**src/rtl/alu_seq_pkg.sv**
```systemverilog
// Shared definitions for the ALU command sequencer: ALU op codes and FSM state encoding.
package alu_seq_pkg;

  localparam logic [2:0] OP_ZERO = 3'b000;
  localparam logic [2:0] OP_AND  = 3'b001;
  localparam logic [2:0] OP_OR   = 3'b010;
  localparam logic [2:0] OP_ADD  = 3'b011;
  localparam logic [2:0] OP_SUB  = 3'b100;
  localparam logic [2:0] OP_XOR  = 3'b101;
  localparam logic [2:0] OP_NOTA = 3'b110;
  localparam logic [2:0] OP_ONES = 3'b111;

  typedef enum logic [1:0] {
    S_IDLE  = 2'd0,
    S_ISSUE = 2'd1,
    S_RESP  = 2'd2
  } state_e;

endpackage

```
**src/rtl/alu_seq_flags.sv**
```systemverilog
// Combinational zero/carry flags derived from the registered ALU operands and the ALU result.
// Instantiated by alu_cmd_sequencer only when ALU_SEQ_FLAGS_EN is defined.
module alu_seq_flags
  import alu_seq_pkg::*;
#(
  parameter int WIDTH = 8
) (
  input  logic [WIDTH-1:0] alu_a_i,
  input  logic [WIDTH-1:0] alu_b_i,
  input  logic [2:0]       alu_sel_i,
  input  logic [WIDTH-1:0] alu_y_i,
  output logic             zero_o,
  output logic             carry_o
);

  logic [WIDTH:0] sum_s;

  assign sum_s  = {1'b0, alu_a_i} + {1'b0, alu_b_i};
  assign zero_o = (alu_y_i == {WIDTH{1'b0}});

  // Carry is the adder carry-out for ADD and the borrow for SUB; other ops never carry.
  always_comb begin
    carry_o = 1'b0;
    case (alu_sel_i)
      OP_ADD:  carry_o = sum_s[WIDTH];
      OP_SUB:  carry_o = (alu_a_i < alu_b_i);
      default: carry_o = 1'b0;
    endcase
  end

endmodule

```
**src/rtl/alu_cmd_sequencer.sv**
```systemverilog
// Valid/ready command initiator for the external 8-bit ALU with an internal accumulator.
// Optional flag outputs (rsp_zero, rsp_carry) are built only when ALU_SEQ_FLAGS_EN is defined.
module alu_cmd_sequencer
  import alu_seq_pkg::*;
#(
  parameter int WIDTH = 8
) (
  input  logic             clk,
  input  logic             rst,
  input  logic             cmd_valid,
  output logic             cmd_ready,
  input  logic [2:0]       cmd_op,
  input  logic [WIDTH-1:0] cmd_a,
  input  logic [WIDTH-1:0] cmd_b,
  input  logic             cmd_use_acc,
  input  logic             cmd_wr_acc,
  output logic [WIDTH-1:0] alu_a,
  output logic [WIDTH-1:0] alu_b,
  output logic [2:0]       alu_sel,
  input  logic [WIDTH-1:0] alu_y,
  output logic             rsp_valid,
  input  logic             rsp_ready,
  output logic [WIDTH-1:0] rsp_y,
  output logic [WIDTH-1:0] acc
`ifdef ALU_SEQ_FLAGS_EN
  ,
  output logic             rsp_zero,
  output logic             rsp_carry
`endif
);

  state_e           state_q, state_d;
  logic [WIDTH-1:0] alu_a_q, alu_a_d;
  logic [WIDTH-1:0] alu_b_q, alu_b_d;
  logic [2:0]       alu_sel_q, alu_sel_d;
  logic             wr_acc_q, wr_acc_d;
  logic [WIDTH-1:0] acc_q, acc_d;
  logic [WIDTH-1:0] rsp_y_q, rsp_y_d;
`ifdef ALU_SEQ_FLAGS_EN
  logic             zero_q, zero_d;
  logic             carry_q, carry_d;
  logic             zero_s, carry_s;

  alu_seq_flags #(.WIDTH(WIDTH)) u_flags (
    .alu_a_i   (alu_a_q),
    .alu_b_i   (alu_b_q),
    .alu_sel_i (alu_sel_q),
    .alu_y_i   (alu_y),
    .zero_o    (zero_s),
    .carry_o   (carry_s)
  );
`endif

  // Next-state and datapath capture; operands stay frozen from acceptance until the handshake.
  always_comb begin
    state_d   = state_q;
    alu_a_d   = alu_a_q;
    alu_b_d   = alu_b_q;
    alu_sel_d = alu_sel_q;
    wr_acc_d  = wr_acc_q;
    acc_d     = acc_q;
    rsp_y_d   = rsp_y_q;
`ifdef ALU_SEQ_FLAGS_EN
    zero_d    = zero_q;
    carry_d   = carry_q;
`endif
    case (state_q)
      S_IDLE: begin
        if (cmd_valid) begin
          alu_a_d   = cmd_use_acc ? acc_q : cmd_a;
          alu_b_d   = cmd_b;
          alu_sel_d = cmd_op;
          wr_acc_d  = cmd_wr_acc;
          state_d   = S_ISSUE;
        end else begin
          state_d   = S_IDLE;
        end
      end
      S_ISSUE: begin
        rsp_y_d = alu_y;
        if (wr_acc_q) begin
          acc_d = alu_y;
        end else begin
          acc_d = acc_q;
        end
`ifdef ALU_SEQ_FLAGS_EN
        zero_d  = zero_s;
        carry_d = carry_s;
`endif
        state_d = S_RESP;
      end
      S_RESP: begin
        if (rsp_ready) begin
          state_d = S_IDLE;
        end else begin
          state_d = S_RESP;
        end
      end
      default: state_d = S_IDLE;
    endcase
  end

  // State and datapath registers.
  always_ff @(posedge clk or posedge rst) begin
    if (rst) begin
      state_q   <= S_IDLE;
      alu_a_q   <= {WIDTH{1'b0}};
      alu_b_q   <= {WIDTH{1'b0}};
      alu_sel_q <= 3'b000;
      wr_acc_q  <= 1'b0;
      acc_q     <= {WIDTH{1'b0}};
      rsp_y_q   <= {WIDTH{1'b0}};
`ifdef ALU_SEQ_FLAGS_EN
      zero_q    <= 1'b0;
      carry_q   <= 1'b0;
`endif
    end else begin
      state_q   <= state_d;
      alu_a_q   <= alu_a_d;
      alu_b_q   <= alu_b_d;
      alu_sel_q <= alu_sel_d;
      wr_acc_q  <= wr_acc_d;
      acc_q     <= acc_d;
      rsp_y_q   <= rsp_y_d;
`ifdef ALU_SEQ_FLAGS_EN
      zero_q    <= zero_d;
      carry_q   <= carry_d;
`endif
    end
  end

  assign cmd_ready = (state_q == S_IDLE);
  assign rsp_valid = (state_q == S_RESP);
  assign alu_a     = alu_a_q;
  assign alu_b     = alu_b_q;
  assign alu_sel   = alu_sel_q;
  assign rsp_y     = rsp_y_q;
  assign acc       = acc_q;
`ifdef ALU_SEQ_FLAGS_EN
  assign rsp_zero  = zero_q;
  assign rsp_carry = carry_q;
`endif

endmodule
```
**config.mk**
```make
export PLATFORM = sky130hd
export DESIGN_NAME = alu_cmd_sequencer
export DESIGN_NICKNAME = d
export VERILOG_FILES = /design/src/rtl/alu_seq_pkg.sv /design/src/rtl/alu_seq_flags.sv /design/src/rtl/alu_cmd_sequencer.sv
export SDC_FILE = /design/constraint.sdc
export NUM_CORES = 1
export LEC_CHECK = 0
export CAP_MARGIN = 15
export CORE_MARGIN = 2
export CORE_UTILIZATION = 30
export CTS_CLUSTER_DIAMETER = 100
export DETAILED_ROUTE_END_ITERATION = 8
export SYNTH_ARGS = -nofsm -noshare
export SYNTH_HDL_FRONTEND = slang
export SYNTH_SLANG_ARGS = --single-unit
```
**constraint.sdc**
```tcl
create_clock -name clk -period 1.7 [get_ports clk]
set_input_delay 0.425 -clock clk [delete_from_list [all_inputs] [get_ports clk]]
set_output_delay 0.425 -clock clk [all_outputs]
set_load 0.05 [all_outputs]
```
==> metrics.txt <==
reg2reg start=state_q[1]; slowest CP cell=dfrtp_1; drt initial violations=22; Longest Clk Path Bufs=2; I/O pin count=70; first-pass GRT wire length=5320 um; EDFF count, synth=0; cell area after synthesis=1550 sq um; Fmax achieved=0.627 GHz; Synth Flop Type=dfrtp_1; Resize count post-CTS=0; minimum clock period=1.59 ns; placed cell areas=2290 sq um; die width=75.8 um; Critical Path, Cell by Cell=nand2b_1, inv_1, buf_12; status=complete, no violations; crit path max fanout=5; sequential fraction of the synthesis area=61.5%; Worst Reg-to-Reg Cells=2; Initial Utilization=30.7%; core area=5040 sq um; R2R Path End=rsp_y[7]; clk_lat worst skew=0.29 ns; All-Layer GR Usage=12.9%; CP peak stage delay=0.46 ns; layout cells sized above 1=55.5%; Max Cap Viol=0; # port buffers=69; CTS Sinks=38; setup violators final=0; Critical Path End Type=output port; final net count=205; Placer Congestion=0.715; Synth Area per Inst=16.5 sq um; Clock Skews=0.00575 ns; total gr overflow=0; die height=75.8 um; hold crit path type=input port to asynchronous set/reset pin; Pins Over Slew Limit=0; RSZ-0062 raised after global routing=false; initial antenna violation count=0; share of the synthesized area in the top cell type=61.5%; cell count after synthesis=94; critical path class=flop to output port; area of the die=5740 sq um; Worst-Margin Slew=0.493 ns; max_slew headroom=67.2%; antenna cells=0; Synth Register Bits=38; most frequent cell after synthesis=mux2_2; row count=26; asr flop ratio synth=100%; crit path launch type=flop; Req. time, crit path=1.27 ns; design area=2390 sq um; CTS root buf=clkbuf_8; YS warnings=0; routed via count=1076; synth cell count leaders=mux2_2 (43), dfrtp_1 (38), buf_6 (3); vias in the first global route=1120; Vias/cell=4.43; arrival time worst endpoint=1.17 ns; Remaining DRCs=0; Routed Antenna Nets=0; DRT Pass-1 Iters=3; endpoints failing hold=0; HPWL Detailed=2630 um; Post-Syn Nets=127; Area contributors post-synth=dfrtp_1 (61%), mux2_2 (31%), buf_6 (2.2%), nor3b_4 (1.2%), nand2b_1 (0.81%); Detailed Route WL=3400 um; CTS tree=yes; Layout area overhead=54.9%; largest net degree at the start of global routing=23; CTS buffer count=5; Yosys cell types=11; cell taking the most area after synthesis=dfrtp_1; clock slew at reported path FFs=0.07 ns; period utilization=93.8%; # Post-CTS Setup Buffers=0; drt wl/cell=14.0 um; reg-to-reg slack, setup=0.30 ns; CTS Hold Bufs=0; H-Tree Depth=2
cell type report:
cell class                 count  area (sq um)
fill                         450          2650
inverter                       2          7.51
multi-input combinational     50           547
sequential                    38           951
clock inverter                 3          40.0
clock buffer                   5          68.8
timing repair buffer          75           693
tap                           70          87.6
cell families after synthesis:
family / count (synthesis) / share of synthesized area [%]
buf+inv: 6 / 3.16
simple gates: 5 / 2.99
compound gates: 1 / 0.323
flops: 38 / 61.5
mux: 44 / 32.0
state kept, by name (all words and copies together) (netlist names):
register / flops
acc: 8
rsp_y: 8
alu_a: 8
alu_sel: 3
alu_b: 8
wr_acc_q: 1
state_q: 2
layer usage:
| metal | share of wire [%] | up-vias | GRT usage, % |
|---|---|---|---|
| met4 | 1.4 | 0 | 4.68 |
| li1 | - | 488 | - |
| met2 | 45 | 61 | 21.0 |
| met1 | 42 | 522 | 15.0 |
| met3 | 12 | 5 | 5.95 |
| met5 | 0 | - | 0 |
critical path, delay by kind of cell, from the launching register on:
kind / cells / cell delay [ns]
AND/OR/NAND/NOR: 1 / 0.19
buffers and inverters: 2 / 0.24
flip-flops: 1 / 0.46
how the worst max path moves through the flow:
stage	from	to	cells past startpoint
2_1_floorplan	state_q[0]	cmd_ready	1
3_3_place_gp	cmd_use_acc	alu_a[7]	4
3_5_place_dp	cmd_use_acc	alu_a[2]	4
4_1_cts	state_q[0]	rsp_valid	3
5_1_grt	state_q[0]	rsp_valid	3
6_report	state_q[0]	rsp_valid	3
per-stage QoR:
step / cells / util (%) / hold WS (ns) / setup TNS (ns) / setup slack [ns]
2_1_floorplan: 94 / - / 0.502 / 0 / 0.187
3_3_place_gp: 235 / 45.3 / 0.479 / -1.11 / -0.0721
3_5_place_dp: 235 / 45.3 / 0.494 / -1.27 / -0.0811
4_1_cts: 243 / 47.5 / 0.475 / 0 / 0.0900
5_1_grt: 243 / 47.5 / 0.506 / 0 / 0.0481
6_report: 243 / 47.5 / 0.468 / 0 / 0.106
placed cells by master (no fill, tap or decap), drive strengths merged:
cell type / netlist / layout
buf: 4 / 43
bufinv: 0 / 1
clkbuf: 0 / 5
clkdlybuf4s50: 0 / 32
clkinv: 0 / 2
dfrtp: 38 / 38
inv: 2 / 2
mux2: 44 / 44
nand2b: 2 / 2
nand3b: 1 / 1
nor2: 1 / 1
nor3b: 1 / 1
o21ai: 1 / 1
Power is not shown: default switching activity piles up to over one toggle a cycle in this logic, so the estimate is an artifact.
